--- src/rtl/axi_rd_responder.sv ---
// AXI4 read-only slave that answers bursts from an internal index-initialised word memory.
// Define AXI_RESP_WRAP_BURST_EN to add WRAP burst support; otherwise WRAP behaves as INCR.
module axi_rd_responder #(
    parameter int unsigned ADDR_WIDTH = 8,
    parameter int unsigned DATA_WIDTH = 32,
    parameter int unsigned ID_WIDTH   = 4
) (
    input  logic                  i_clk,
    input  logic                  i_rst_n,
    input  logic                  s_arvalid,
    output logic                  s_arready,
    input  logic [ADDR_WIDTH-1:0] s_araddr,
    input  logic [ID_WIDTH-1:0]   s_arid,
    input  logic [7:0]            s_arlen,
    input  logic [2:0]            s_arsize,
    input  logic [1:0]            s_arburst,
    output logic                  s_rvalid,
    input  logic                  s_rready,
    output logic [DATA_WIDTH-1:0] s_rdata,
    output logic [1:0]            s_rresp,
    output logic                  s_rlast,
    output logic [ID_WIDTH-1:0]   s_rid,
    input  logic                  ar_block,
    input  logic                  r_block
);

    localparam int unsigned BYTE_AW = $clog2(DATA_WIDTH / 8);
    localparam int unsigned WORD_AW = ADDR_WIDTH - BYTE_AW;
    localparam int unsigned WORDS   = (2 ** ADDR_WIDTH) / (DATA_WIDTH / 8);
    localparam int unsigned CALC_W  = ADDR_WIDTH + 16;

    localparam logic [1:0] BURST_FIXED = 2'b00;
    localparam logic [1:0] BURST_RSVD  = 2'b11;
    localparam logic [1:0] RESP_OKAY   = 2'b00;
    localparam logic [1:0] RESP_SLVERR = 2'b10;

    typedef enum logic {
        IDLE  = 1'b0,
        BURST = 1'b1
    } state_t;

    state_t                state_q, state_d;
    logic [ID_WIDTH-1:0]   id_q, id_d;
    logic [ADDR_WIDTH-1:0] addr_q, addr_d;
    logic [7:0]            len_q, len_d;
    logic [2:0]            size_q, size_d;
    logic [1:0]            burst_q, burst_d;
    logic [7:0]            cnt_q, cnt_d;
    logic                  rvalid_q, rvalid_d;
    logic [DATA_WIDTH-1:0] rdata_q, rdata_d;
    logic [1:0]            rresp_q, rresp_d;
    logic                  rlast_q, rlast_d;
    logic [ID_WIDTH-1:0]   rid_q, rid_d;

    logic [DATA_WIDTH-1:0] mem [WORDS];
    logic                  burst_err;
    logic [CALC_W-1:0]     step_w;
    logic [CALC_W-1:0]     incr_w;
    logic [ADDR_WIDTH-1:0] next_addr;
    logic                  issue;
    logic [ADDR_WIDTH-1:0] issue_addr;
    logic [7:0]            issue_cnt;
    logic [WORD_AW-1:0]    issue_idx;

    // Read-only contents: each word holds its own index; reset never touches it.
    always_comb begin
        for (int i = 0; i < WORDS; i++) begin
            mem[i] = DATA_WIDTH'(unsigned'(i));
        end
    end

`ifdef AXI_RESP_WRAP_BURST_EN
    logic              is_wrap;
    logic              wrap_len_ok;
    logic [CALC_W-1:0] wrap_mask;

    always_comb begin
        is_wrap     = (burst_q == 2'b10);
        wrap_len_ok = (len_q == 8'd1) || (len_q == 8'd3) || (len_q == 8'd7) || (len_q == 8'd15);
        burst_err   = (size_q > 3'(BYTE_AW)) || (burst_q == BURST_RSVD) || (is_wrap && !wrap_len_ok);
    end
`else
    always_comb begin
        burst_err = (size_q > 3'(BYTE_AW)) || (burst_q == BURST_RSVD);
    end
`endif

    // Address of the beat following the current one.
    always_comb begin
        step_w    = CALC_W'(1) << size_q;
        incr_w    = CALC_W'(addr_q) + step_w;
        next_addr = ADDR_WIDTH'(incr_w);
        if (burst_q == BURST_FIXED) begin
            next_addr = addr_q;
        end
`ifdef AXI_RESP_WRAP_BURST_EN
        wrap_mask = ((CALC_W'(len_q) + CALC_W'(1)) << size_q) - CALC_W'(1);
        if (is_wrap && !burst_err) begin
            next_addr = ADDR_WIDTH'((CALC_W'(addr_q) & ~wrap_mask) | (incr_w & wrap_mask));
        end
`endif
    end

    assign s_arready = (state_q == IDLE) && !ar_block;

    // Next-state and registered R channel logic.
    always_comb begin
        state_d    = state_q;
        id_d       = id_q;
        addr_d     = addr_q;
        len_d      = len_q;
        size_d     = size_q;
        burst_d    = burst_q;
        cnt_d      = cnt_q;
        rvalid_d   = rvalid_q;
        rdata_d    = rdata_q;
        rresp_d    = rresp_q;
        rlast_d    = rlast_q;
        rid_d      = rid_q;
        issue      = 1'b0;
        issue_addr = addr_q;
        issue_cnt  = cnt_q;
        issue_idx  = '0;

        case (state_q)
            IDLE: begin
                if (s_arvalid && s_arready) begin
                    id_d    = s_arid;
                    addr_d  = s_araddr;
                    len_d   = s_arlen;
                    size_d  = s_arsize;
                    burst_d = s_arburst;
                    cnt_d   = 8'd0;
                    state_d = BURST;
                end
            end
            BURST: begin
                if (rvalid_q) begin
                    if (s_rready) begin
                        if (rlast_q) begin
                            rvalid_d = 1'b0;
                            state_d  = IDLE;
                        end else begin
                            addr_d     = next_addr;
                            cnt_d      = 8'(cnt_q + 8'd1);
                            issue_addr = next_addr;
                            issue_cnt  = 8'(cnt_q + 8'd1);
                            if (r_block) begin
                                rvalid_d = 1'b0;
                            end else begin
                                issue = 1'b1;
                            end
                        end
                    end
                end else if (!r_block) begin
                    issue = 1'b1;
                end
            end
            default: state_d = IDLE;
        endcase

        if (issue) begin
            issue_idx = WORD_AW'(issue_addr >> BYTE_AW);
            rvalid_d  = 1'b1;
            rdata_d   = burst_err ? '0 : mem[issue_idx];
            rresp_d   = burst_err ? RESP_SLVERR : RESP_OKAY;
            rlast_d   = (issue_cnt == len_q);
            rid_d     = id_q;
        end
    end

    always_ff @(posedge i_clk or negedge i_rst_n) begin
        if (!i_rst_n) begin
            state_q  <= IDLE;
            id_q     <= '0;
            addr_q   <= '0;
            len_q    <= '0;
            size_q   <= '0;
            burst_q  <= '0;
            cnt_q    <= '0;
            rvalid_q <= 1'b0;
            rdata_q  <= '0;
            rresp_q  <= '0;
            rlast_q  <= 1'b0;
            rid_q    <= '0;
        end else begin
            state_q  <= state_d;
            id_q     <= id_d;
            addr_q   <= addr_d;
            len_q    <= len_d;
            size_q   <= size_d;
            burst_q  <= burst_d;
            cnt_q    <= cnt_d;
            rvalid_q <= rvalid_d;
            rdata_q  <= rdata_d;
            rresp_q  <= rresp_d;
            rlast_q  <= rlast_d;
            rid_q    <= rid_d;
        end
    end

    assign s_rvalid = rvalid_q;
    assign s_rdata  = rdata_q;
    assign s_rresp  = rresp_q;
    assign s_rlast  = rlast_q;
    assign s_rid    = rid_q;

endmodule
--- config.mk ---
export PLATFORM = sky130hd
export DESIGN_NAME = axi_rd_responder
export DESIGN_NICKNAME = d
export VERILOG_FILES = /design/src/rtl/axi_rd_responder.sv
export SDC_FILE = /design/constraint.sdc
export NUM_CORES = 1
export LEC_CHECK = 0
export BUFFER_PORTS_ARGS = -buffer_cell sky130_fd_sc_hd__clkbuf_2
export CAP_MARGIN = 20
export CORE_MARGIN = 3
export CORE_UTILIZATION = 60
export CTS_BUF_LIST = sky130_fd_sc_hd__clkbuf_8
export DETAILED_ROUTE_END_ITERATION = 12
export PLACE_DENSITY = 0.88
export RECOVER_POWER = 100
export SLEW_MARGIN = 10
export SYNTH_ARGS = -nofsm -noshare
export SYNTH_HDL_FRONTEND = slang
export SYNTH_SLANG_ARGS = --single-unit
--- constraint.sdc ---
create_clock -name i_clk -period 3.7 [get_ports i_clk]
set_clock_uncertainty 0.05 [all_clocks]
set_input_delay 0.74 -clock i_clk [delete_from_list [all_inputs] [get_ports i_clk]]
set_output_delay 0.74 -clock i_clk [all_outputs]
set_load 0.1 [all_outputs]
* Yosys cells after proc, flatten, opt, wreduce, memory -nomap -nowiden
Memory sizes are Yosys's and may differ from the RTL's.
Index checks and enable logic that the tools add are counted.
** Word-level totals
- Register bits :: 74
- Bits in read-only memories :: 2048
- Output and inout port bits :: 41
- Memories kept :: 1
** Operators by class
- $add $sub $neg :: 2
- Magnitude comparators :: 2
- Equal/unequal tests :: 3
- Shift-type cells :: 1
- Multiplexer cells :: 31
- Bitwise gates (word level) :: 2
- Reduce and logical (&&, ||, !) cells :: 7
** Memories
- (name not given) :: depth 64, bits a word 32, rd ports 1, clocked after Yosys merged registers in 0, write ports 0, RTL line 165 : rdata_d = burst_err ? '0 : mem[issue_idx];
** Operators with widths (number)
- 32-bit 2-to-1 mux :: 3
- 8-bit 2-to-1 mux :: 11
- 8-bit one-hot mux with 2 select lines :: 2
- 1-bit 2-to-1 mux :: 13
- 8-bit by 1-bit adder with 8-bit output (second input constant) :: 1
- 8-bit adder :: 1
- 8-bit == test :: 1
- 1-bit by 3-bit << shifter with 8-bit output (first input constant) :: 1
- 7-bit greater-or-equal comparator (second input constant) :: 1
- 6-bit inverter with 7-bit output :: 1
- 3-bit by 2-bit > comparator with 1-bit output (second input constant) :: 1
- 2-bit == test (second input constant) :: 1
- 1-bit logical AND :: 2
- 2-bit logical NOT :: 1
- 2-bit 2-to-1 mux :: 1
- 2-bit by 1-bit inequality test with 1-bit output (second input constant) :: 1
- 1-bit one-hot mux with 2 select lines :: 1
- 2-bit AND reduction :: 1
- 2-bit nonzero test :: 1
- 1-bit logical NOT :: 1
- 1-bit logical OR :: 1
- 1-bit inverter :: 1

* Logic depth before layout (Yosys ltp)
Gate-level depths: netlist (run 1).
- Depth after elaboration :: 12
- Mapped depth :: 11

* Worst setup path before layout (run 1)
OpenSTA, ideal clock, no wires.
- Kind :: reg-to-output
- Start :: reg state_q
- End :: out s_arready
- Arrival :: 2.129 ns
- Required time :: 2.910 ns
- Path slack :: 0.781 ns
- Cell stages (with the launch flop) :: 5
- Cells stage by stage :: dfrtp_1 > buf_2 > buf_4 > clkbuf_1 > nor2_1
** Between the ends
- Cells in the longest elaborated chain, start to end :: 2
** RTL lines
- start, declared :: RTL line 42 : state_t state_q, state_d;
- start signal, assigned :: RTL line 187 : state_q <= state_d;
- 1-bit inverter (no line)
- 1-bit logical AND :: RTL line 104 : assign s_arready = (state_q == IDLE) && !ar_block;
- end, declared :: RTL line 11 : output logic s_arready,
Every way passes these cells.

* Final worst setup path (run 1)
- Start :: reg size_q[0]
- End :: reg rdata_q[4], in the netlist s_rdata[4]
** Between the ends
- Cells in the longest elaborated chain, start to end :: 12
- Elaborated cells on any way between the ends :: 14
- Classes of those cells :: add/sub: 1; order compare: 1; shift: 1; mux: 8; bitwise: 1; reduce/logical: 1; memory: 1
** RTL lines
- start, declared :: RTL line 46 : logic [2:0] size_q, size_d;
- start signal, assigned :: RTL line 191 : size_q <= size_d;
- 1-bit by 3-bit << shifter with 8-bit output :: RTL line 90 : step_w = CALC_W'(1) << size_q;
- 8-bit adder :: RTL line 91 : incr_w = CALC_W'(addr_q) + step_w;
- 8-bit 2-to-1 mux :: RTL line 93 : if (burst_q == BURST_FIXED) begin
- 8-bit 2-to-1 mux (2 in a row)
- 8-bit 2-to-1 mux :: RTL line 138 : if (rvalid_q) begin
- 8-bit 2-to-1 mux :: RTL line 125 : case (state_q)
- 6-bit inverter with 7-bit output (implied by the code) :: RTL line 165
- memory 64 x 32 bit
- 32-bit 2-to-1 mux (implied by the code) (2 in a row) :: RTL line 165
- 32-bit 2-to-1 mux * :: RTL line 165
- end signal, assigned :: RTL line 195 : rdata_q <= rdata_d;
- end, declared :: RTL line 50 : logic [DATA_WIDTH-1:0] rdata_q, rdata_d;
Mark *: on every way between the ends. The rest lies on a longest branch, timed or not. The select of a mux whose other input is x is not followed.
A chain may end at the register's enable or synchronous reset.

==> flow_summary.yaml, run 1 <==
final_layout:
  diodes: 0
  final_common_cell: "dfrtp_1"
  multi_input_area_mm2: 0.00159
  most-common-layout-cells: "47 x dfrtp_1, 35 x nand2_1, 28 x clkbuf_2"
  fillCellCount: 405
  fin_util_pct: 66.3
  area_growth_pct: 5.41
  nets: 394
  seqCellArea_mm2: 0.00118
  drive_above_1_share_pct: 13.5
grt:
  grt_overflow: 0
  grtUsageTotal_pct: 21.1
  antenna_found_initial: 0
  grt_pass1_wl_mm: 10.1
  grt_pass1_vias: 2155
  grt_max_degree: 40
worst_setup_path:
  rr_worst_depth: 10
  crit_path_top_delay_cell: "o311ai_0"
  critPathTopFamily: "compound AO/OA/AOI/OAI gates"
  reg2reg_to: "s_rdata[4]$_DFFE_PN0P_"
  r2r_start: "size_q[0]$_DFFE_PN0P_"
  cpPeakStageDelay_ns: 0.69
  required_ns: 3.85
  critical_path.endpoint_type: "register"
  arrival_ns: 3.14
  worstPathCellList: "nor3_1 > ha_1 > inv_1 > fa_1 > nor2b_1 > o311ai_0 > o21ai_2 > nand4b_1 > nand4_1 > a22o_1"
  path_class: "reg -> reg"
  crit_buf_inv: 1
  startpoint_type: "register"
  r2r_slack_ns: 0.71
  crit_fanout: 10
timing:
  worstMarginPinSlew_ns: 2.02
  fin_tns_setup_ns: 0
  max_slew_margin_pct: -34.4
  hold_violations: 0
  min_period_ns: 2.99
  fin_crit_sh_pct: 80.9
  achievable-frequency_ghz: 0.334
  finalSetupViolCount: 0
  drv_slew: 56
  rsz0062_at_grt: "false"
drt:
  routed-wl-met2_mm: 2.93
  drtIter0Drc: 134
  routed_wl_mm: 6.11
  drc: 0
  ant_nets: 0
  num_vias: 2320
  vias_per_cell: 5.48
  met1_length_mm: 2.62
  wl_met3_um: 456
  topRoutingLayerUsed: "met4"
  first_pass_iters: 4
  wl_per_cell_um: 14.5
clock_tree:
  hold_buffers: 0
  clk_pin_slew_ns: 0.10
  clock-sinks: 47
  h-tree-depth: 2
  clockRootBuffer: "clkbuf_8"
  post_cts_buffers: 0
  cts.repair.resized: 0
  clockBufferDepth: 2
  numCtsBuffers: 5
  clock_latency_ns: 0.30
  cts_tree: "built"
flow_run:
  max_cap_viol_count: 2
power:
  swShare_pct: 52.6
  cellPowerDensity_mw_per_mm2: 925
  seqPwrFrac_pct: 33.0
  p_clk_share_pct: 10.8
  irDropWorstVdd_uv: 655
  leakagePower_nw: 1.45
  p_sw_mw: 1.55
  power_frac_comb_pct: 56.2
  p_int_mw: 1.40
synth:
  ys_ff_latch: 47
  synth.distinct_cells: 59
  avgSynthCellArea_um2: 9.47
  postSynthCellCount: 320
  synth_seq_area_share_pct: 38.8
  synthesis.area_mm2: 0.00303
  synth_ff_type: "dfrtp_1"
  ys_warn_count: 0
  synth_edf_count: 0
  ys_async_sr_fraction_pct: 100
die:
  die_x_um: 77.1
  dieHeight_um: 77.1
  start_util_pct: 62.9
  pin_count: 72
  row_count: 25
  dieArea_mm2: 0.00594
  coreArea_mm2: 0.00482
hold_path:
  hold_path_depth: 1
  whs_endpoint: "id_q[2]$_DFFE_PN0P_"
  hp-class: "reg -> reg"
  worstHoldStart: "id_q[2]$_DFFE_PN0P_"
status:
  violations: "max-capacitance violations, max-slew violations"
  outcome: "complete, but fails checks"
placement:
  gp_congestion: 0.884
  dpl.hpwl_mm: 4.50
  port_buffers: 44
==> how the worst max path moves through the flow <==
stage,startpoint,end,slack (ns),cells after the start
floorplan,state_q$_DFF_PN0_,s_arready,0.78,4
global placement,s_rready,s_rdata[3]$_DFFE_PN0P_,1.19,7
detailed placement,s_rready,s_rdata[3]$_DFFE_PN0P_,1.13,7
CTS,size_q[0]$_DFFE_PN0P_,s_rdata[4]$_DFFE_PN0P_,1.13,10
global route,size_q[0]$_DFFE_PN0P_,s_rdata[4]$_DFFE_PN0P_,0.51,10
finish,size_q[0]$_DFFE_PN0P_,s_rdata[4]$_DFFE_PN0P_,0.71,10
==> flip-flops by register name, indices dropped and copies added (netlist names), named ones only <==
signal	count
s_rresp	1
addr_q	6
burst_q	2
len_q	8
size_q	3
s_rlast	1
state_q	1
s_rdata	6
s_rid	4
id_q	4
s_rvalid	1
cnt_q	8
==> area by class of cell <==
class                      instances  share of cell area, %
clock buffer                       5                   2.15
clock inverter                     3                  0.744
inverter                           9                   1.06
multi-input combinational        245                   49.9
sequential                        47                   36.8
tap                               67                   2.62
timing repair buffer              47                   6.73
==> routing by layer <==
layer  global-route usage (%)  vias to the layer above
met5                        0                        -
met4                     6.94                        0
met3                     4.46                       14
met2                     33.5                       95
met1                     28.7                     1096
li1                         -                     1115
==> synth_stat cells (4+ instances only) <==
master     n  share of area, %
inv_1      9               1.1
nor2_1    25               3.1
o21ai_0    5              0.83
buf_2      6              0.99
a31oi_1    4              0.83
o21ai_1   13               2.1
ha_1       7               2.9
nand3_1    7               1.2
a21oi_1   10               1.7
dfrtp_1   47                39
xnor2_1   19               5.5
nor3_1     6              0.99
mux2i_1    4               1.3
clkbuf_1   7              0.87
mux2_1    16               5.9
nand2_1   35               4.3
buf_4     29               7.2
xor2_1     6               1.7
mux2_2     6               2.2
==> cell families (layout without fill, tap and decap cells) <==
logic type | count (synthesis) | count (layout) | synth area share [%]
compound gates | 58 | 58 | 13.3
xor+xnor | 25 | 25 | 7.22
fa+ha+maj | 9 | 9 | 3.92
buf+inv | 54 | 64 | 10.8
flops | 47 | 47 | 38.8
mux | 26 | 26 | 9.49
other cells | 1 | 27 | 0.124
simple gates | 100 | 100 | 16.3
==> per-stage QoR <==
stage	power (mW)	instance area, µm²	setup WS, ns	instances	hold slack [ns]
finish	2.96	3200	0.707	423	0.441
global route	3.16	3200	0.507	423	0.471
CTS	3.02	3260	1.13	423	0.440
detailed placement	2.70	3160	1.13	415	0.420
global placement	2.64	3160	1.19	415	0.411
floorplan	2.45	3130	0.781	346	0.394
==> power by group through the flow <==
stage | clock network (mW) | logic [mW] | registers (mW)
floorplan | 0 | 1.17 | 1.28
global placement | 0 | 1.67 | 0.969
detailed placement | 0 | 1.72 | 0.978
CTS | 0.326 | 1.73 | 0.971
global route | 0.349 | 1.80 | 1.00
finish | 0.319 | 1.66 | 0.975
(Power assumes the default switching activity.)
==> run 2: changes to the inputs <==
CORE_UTILIZATION = 56   (was 60)
PLACE_DENSITY = 0.83   (was 0.88)
clock period = 3 ns   (was 3.7 ns; I/O delays follow)
==> run 2 against run 1 <==
  * Non-clock buffer count increased by 5
  * Critical endpoint is now addr_q[4]$_DFFE_PN0P_
  * Register-to-register slack lost 0.28 ns
  * First-iteration DRC count decreased by 30%
  * Sequential share of layout area is 0.93 points lower
  * Core utilization shrank 3.0 points
  * Power is 28% higher
  * Maximum frequency grew 16%
  * Worst hold slack got worse by 0.27 ns
  * Highest routed layer unchanged
  * Count of clock-buffer cells in the layout grew 1
  * Sequential power increased by 21%
  * Critical path depth is the same
  * The flow still finishes with violations (max-capacitance violations, max-slew violations)
==> flow_summary.yaml, run 2 (synthesis results as in run 1) <==
status:
  outcome: "complete, but fails checks"
  violations: "max-capacitance violations, max-slew violations"
die:
  row_count: 26
  dieArea_mm2: 0.00633
  pin_count: 72
  dieHeight_um: 79.6
  die_x_um: 79.6
  start_util_pct: 58.6
  coreArea_mm2: 0.00517
worst_setup_path:
  arrival_ns: 2.70
  path_class: "reg -> reg"
  crit_path_top_delay_cell: "dfrtp_1"
  startpoint_type: "register"
  crit_fanout: 10
  cpPeakStageDelay_ns: 0.49
  critPathTopFamily: "simple AND/OR/NAND/NOR gates"
  cpMostUsedCell: "a21oi_1"
  required_ns: 3.13
  crit_buf_inv: 1
  critical_path.endpoint_type: "register"
  worstPathCellList: "nor3_1 > ha_1 > inv_1 > fa_1 > nor2b_1 > o311ai_2 > nand2_1 > nor3b_2 > a21oi_1 > a21oi_1"
final_layout:
  instances_no_fill: 431
  final_area_mm2: 0.00328
  top_regs: "cnt_q x8, len_q x8"
  most-common-layout-cells: "47 x dfrtp_1, 35 x nand2_1, 31 x clkbuf_2"
  nets: 399
  area_growth_pct: 8.13
  final_common_cell: "dfrtp_1"
  drive_above_1_share_pct: 15.2
  diodes: 0
drt:
  drc: 0
  ant_nets: 0
  routed_wl_mm: 6.16
  num_vias: 2324
  drtIter0Drc: 94
  wl_per_cell_um: 14.3
  vias_per_cell: 5.39
  first_pass_iters: 5
clock_tree:
  cts_tree: "built"
  clock_latency_ns: 0.30
  clk_pin_slew_ns: 0.09
  clockRootBuffer: "clkbuf_8"
  hold_buffers: 0
  numCtsBuffers: 5
  post_cts_buffers: 0
  cts.repair.resized: 0
  h-tree-depth: 2
  clock-sinks: 47
  clockBufferDepth: 2
placement:
  gp_congestion: 0.914
  dpl.hpwl_mm: 4.63
  dp.cells: 423
  place_area_mm2: 0.00320
  port_buffers: 44
power:
  power_frac_comb_pct: 55.9
  p_total_mw: 3.78
  p_sw_mw: 1.92
  irDropWorstVdd_uv: 643
  p_clk_share_pct: 12.8
  cellPowerDensity_mw_per_mm2: 1150
  swShare_pct: 50.9
  p_int_mw: 1.86
  leakagePower_nw: 1.51
  seqPwrFrac_pct: 31.3
timing:
  worstMarginPinSlew_ns: 1.54
  fin_crit_sh_pct: 85.7
  finalSetupViolCount: 0
  max_slew_margin_pct: -3.46
  achievable-frequency_ghz: 0.389
  hold_violations: 0
  drv_slew: 16
  rsz0062_at_grt: "false"
  fin_tns_setup_ns: 0
  min_period_ns: 2.57
flow_run:
  max_cap_viol_count: 1
grt:
  grt_max_degree: 25
  grt_pass1_wl_mm: 10.7
  antenna_found_initial: 0
  grt_overflow: 0
  grtUsageTotal_pct: 21.3
  grt_pass1_vias: 2322
hold_path:
  hp-class: "in -> async"
[run 2: cell types whose count changed in the layout (fill, tap and decap cells not counted), sizes merged]
| cell | change |
|---|---|
| buf | +1 |
| bufinv | +1 |
| clkbuf | +5 |
| clkinv | +1 |
| clkinvlp | -2 |
| inv | -1 |
[run 2: path summary, 6_finish.rpt]
path                                       startpoint                    end  slack (ns)  cells past startpoint
worst max-delay path            size_q[0]$_DFFE_PN0P_  addr_q[4]$_DFFE_PN0P_        0.43                     10
worst min-delay path                          i_rst_n   cnt_q[7]$_DFFE_PN0P_        0.17                      1
worst max register to register  size_q[0]$_DFFE_PN0P_  addr_q[4]$_DFFE_PN0P_        0.43                     10
worst min register to register    id_q[1]$_DFFE_PN0P_   s_rid[1]$_DFFE_PN0P_        0.44                      1
max in group asynchronous                     i_rst_n    id_q[2]$_DFFE_PN0P_        1.24                      2
min in group i_clk                id_q[1]$_DFFE_PN0P_   s_rid[1]$_DFFE_PN0P_        0.44                      1
[run 2: power groups by stage]
stage	Clock (mW)	Sequential [mW]	Combinational [mW]
after floorplan	0	1.58	1.44
after global placement	0	1.18	2.09
after detailed placement	0	1.20	2.15
after CTS	0.495	1.19	2.16
after global routing	0.522	1.24	2.30
final	0.482	1.18	2.11
[run 2: metal layers]
| layer | track usage (%) | vias up | wire, µm |
|---|---|---|---|
| met5 | 0 | - | 0 |
| met2 | 35.7 | 94 | 2850 |
| met4 | 7.56 | 0 | 117 |
| met1 | 27.0 | 1094 | 2700 |
| li1 | - | 1125 | - |
| met3 | 4.74 | 11 | 492 |
[run 2: metrics by stage]
step,util [%],worst slack [ns],hold WS (ns)
floorplan,-,0.221,0.254
global placement,61.9,0.615,0.409
detailed placement,61.9,0.529,0.426
CTS,64.2,0.511,0.0926
global route,63.4,0.169,0.219
finish,63.4,0.430,0.172
[run 2: area by class of cell]
type / count / area, µm²
flip-flops and latches: 47 / 1180
multi-input cells: 245 / 1620
inverters: 9 / 33.8
clock inverters: 2 / 35.0
repair buffers: 52 / 241
well taps: 70 / 87.6
fillers: 449 / 1890
clock buffers: 6 / 82.6
==> run 3: changes to the inputs <==
ABC_AREA = 1   (was default)
CORE_UTILIZATION = 55   (was 56)
PLACE_DENSITY = 0.82   (was 0.83)
==> run 3 against run 2 <==
  * Die area fell by 1.5%
  * Combinational power rose by 4%
  * Largest power group unchanged
  * Sequential share of layout area rose by 0.91 points
  * The run now ends clean
==> flow_summary.yaml, run 3 <==
drt:
  routed_wl_mm: 6.99
  ant_nets: 0
  drc: 0
  drtIter0Drc: 114
  wl_met3_um: 313
  met1_length_mm: 2.94
  first_pass_iters: 4
  topRoutingLayerUsed: "met4"
  wl_per_cell_um: 13.7
  routed-wl-met2_mm: 3.50
  num_vias: 2671
  vias_per_cell: 5.23
worst_setup_path:
  critical_path.endpoint_type: "output pin"
  arrival_ns: 1.84
  required_ns: 2.35
  crit_fanout: 7
  path_class: "reg -> out"
  startpoint_type: "register"
clock_tree:
  clk_pin_slew_ns: 0.09
  clock_latency_ns: 0.31
  clock-sinks: 47
  hold_buffers: 0
  clockRootBuffer: "clkbuf_8"
  h-tree-depth: 2
  numCtsBuffers: 5
  cts_tree: "built"
  clockBufferDepth: 2
  cts.repair.resized: 0
  post_cts_buffers: 0
synth:
  synthMuxAreaShare_pct: 0
  synthesis.area_mm2: 0.00293
  avgSynthCellArea_um2: 7.38
  synthSimpleGateAreaFrac_pct: 30.0
  synth_seq_area_share_pct: 40.1
  synthAdderAreaFrac_pct: 3.67
  synth_xor_area_share_pct: 1.41
  ys_async_sr_fraction_pct: 100
  yosys.area.top_type: "dfrtp_1"
  synth_top_family_by_area: "simple AND/OR/NAND/NOR gates"
  ys_ff_latch: 47
  synth_edf_count: 0
  synth_ff_type: "dfrtp_1"
  postSynthCellCount: 397
  synth_compound_area_share_pct: 9.91
  yosys.area.top_type_share_pct: 40.1
  synth.distinct_cells: 37
  yosys-top-cells-count: "128 x nand2_1, 47 x dfrtp_1, 42 x inv_1, 32 x nand3_1, 28 x buf_4"
  post-synth-top-count-cell: "nand2_1"
  synth_area_leaders: "dfrtp_1 40%, nand2_1 16%, buf_4 7.2%, nand3_1 5.5%, inv_1 5.4%"
  ys_warn_count: 0
placement:
  gp_congestion: 0.931
  port_buffers: 44
  place_area_mm2: 0.00313
  dpl.hpwl_mm: 5.16
die:
  coreArea_mm2: 0.00494
  pin_count: 72
  start_util_pct: 59.3
  die_x_um: 79.0
  dieArea_mm2: 0.00624
  row_count: 25
  dieHeight_um: 79.0
final_layout:
  fillCellCount: 481
  top_regs: "cnt_q x8, len_q x8"
  final_common_cell: "nand2_1"
  drive_above_1_share_pct: 10.1
  area_growth_pct: 9.09
  diodes: 0
  final_area_mm2: 0.00320
  nets: 482
  most-common-layout-cells: "128 x nand2_1, 47 x dfrtp_1, 44 x inv_1"
timing:
  drv_slew: 0
  achievable-frequency_ghz: 0.401
  hold_violations: 0
  worstMarginPinSlew_ns: 1.21
  max_slew_margin_pct: 19.5
  fin_tns_setup_ns: 0
  min_period_ns: 2.49
  finalSetupViolCount: 0
  rsz0062_at_grt: "false"
  fin_crit_sh_pct: 83.2
grt:
  grt_overflow: 0
  grt_pass1_wl_mm: 11.9
  antenna_found_initial: 0
  grt_max_degree: 24
  grtUsageTotal_pct: 24.2
  grt_pass1_vias: 2705
flow_run:
  max_cap_viol_count: 0
power:
  leakagePower_nw: 1.73
  cellPowerDensity_mw_per_mm2: 1210
  irDropWorstVdd_uv: 608
hold_path:
  hp-class: "in -> async"
status:
  outcome: "complete, no violations"
==> run 3: cell types whose count changed in the layout (fill, tap and decap cells not counted), moves of 8 or more <==
cell,before,now
xnor2_1,19,0
inv_1,9,44
nand4_1,3,11
o21ai_0,16,29
mux2_1,16,0
nand3_1,7,33
nand2_1,35,128
==> run 3: cell families (layout without fill, tap and decap cells) <==
family / after synthesis / after routing
AND/OR/NAND/NOR: 203 / 203
buffers and inverters: 85 / 106
AO/OA/AOI/OAI: 50 / 50
flip-flops: 47 / 47
adder cells (fa/ha/maj): 8 / 8
XOR/XNOR: 3 / 3
other: 1 / 27
==> run 3: per-layer routing <==
layer / GRT usage [%] / vias to the layer above
met2: 42.6 / 81
met5: 0 / -
li1: - / 1314
met4: 11.5 / 0
met3: 4.31 / 25
met1: 28.4 / 1251
==> run 3: through the flow <==
stage               power, mW  worst slack (ns)  util, %  hold WS (ns)  cells
CTS                      3.92             0.850     65.7         0.163    511
detailed placement       3.40             0.874     63.2         0.407    503
global route             4.20             0.317     64.7         0.392    511
global placement         3.33             0.947     63.2         0.405    503
finish                   3.88             0.505     64.7         0.323    511
floorplan                2.97            0.0472        -         0.254    423
==> run 3: final cells by class <==
cell class	count	area, µm²	share of cell area [%]
tap	67	83.8	2.62
clock buffer	6	82.6	2.58
timing repair buffer	50	231	7.24
inverter	48	180	5.64
sequential	47	1180	36.8
multi-input combinational	291	1400	43.9
clock inverter	2	38.8	1.21
==> run 3: path summary, 6_finish.rpt <==
path	startpoint	endpoint	depth (start not counted)	slack [ns]
hold reg to reg	s_rid[2]$_DFFE_PN0P_	s_rid[2]$_DFFE_PN0P_	2	0.43
setup / recovery	state_q$_DFF_PN0_	s_arready	2	0.51
max in group asynchronous	i_rst_n	state_q$_DFF_PN0_	2	1.00
setup reg to reg	state_q$_DFF_PN0_	size_q[2]$_DFFE_PN0P_	7	0.57
hold / removal	i_rst_n	asynchronous set/reset pin	1	0.32
min in group i_clk	s_rid[2]$_DFFE_PN0P_	s_rid[2]$_DFFE_PN0P_	2	0.43
==> run 3: power breakdown <==
| group | leakage (nW) | internal, mW | switching, mW |
|---|---|---|---|
| combinational | 1.09 | 0.578 | 1.63 |
| sequential | 0.583 | 0.917 | 0.252 |
| clock | 0.0618 | 0.274 | 0.235 |
==> run 3: critical path, cell delays in order (launching register included) <==
cell and delay [ns]:
dfrtp_1 0.49, nor2_1 0.17, clkbuf_1 0.88
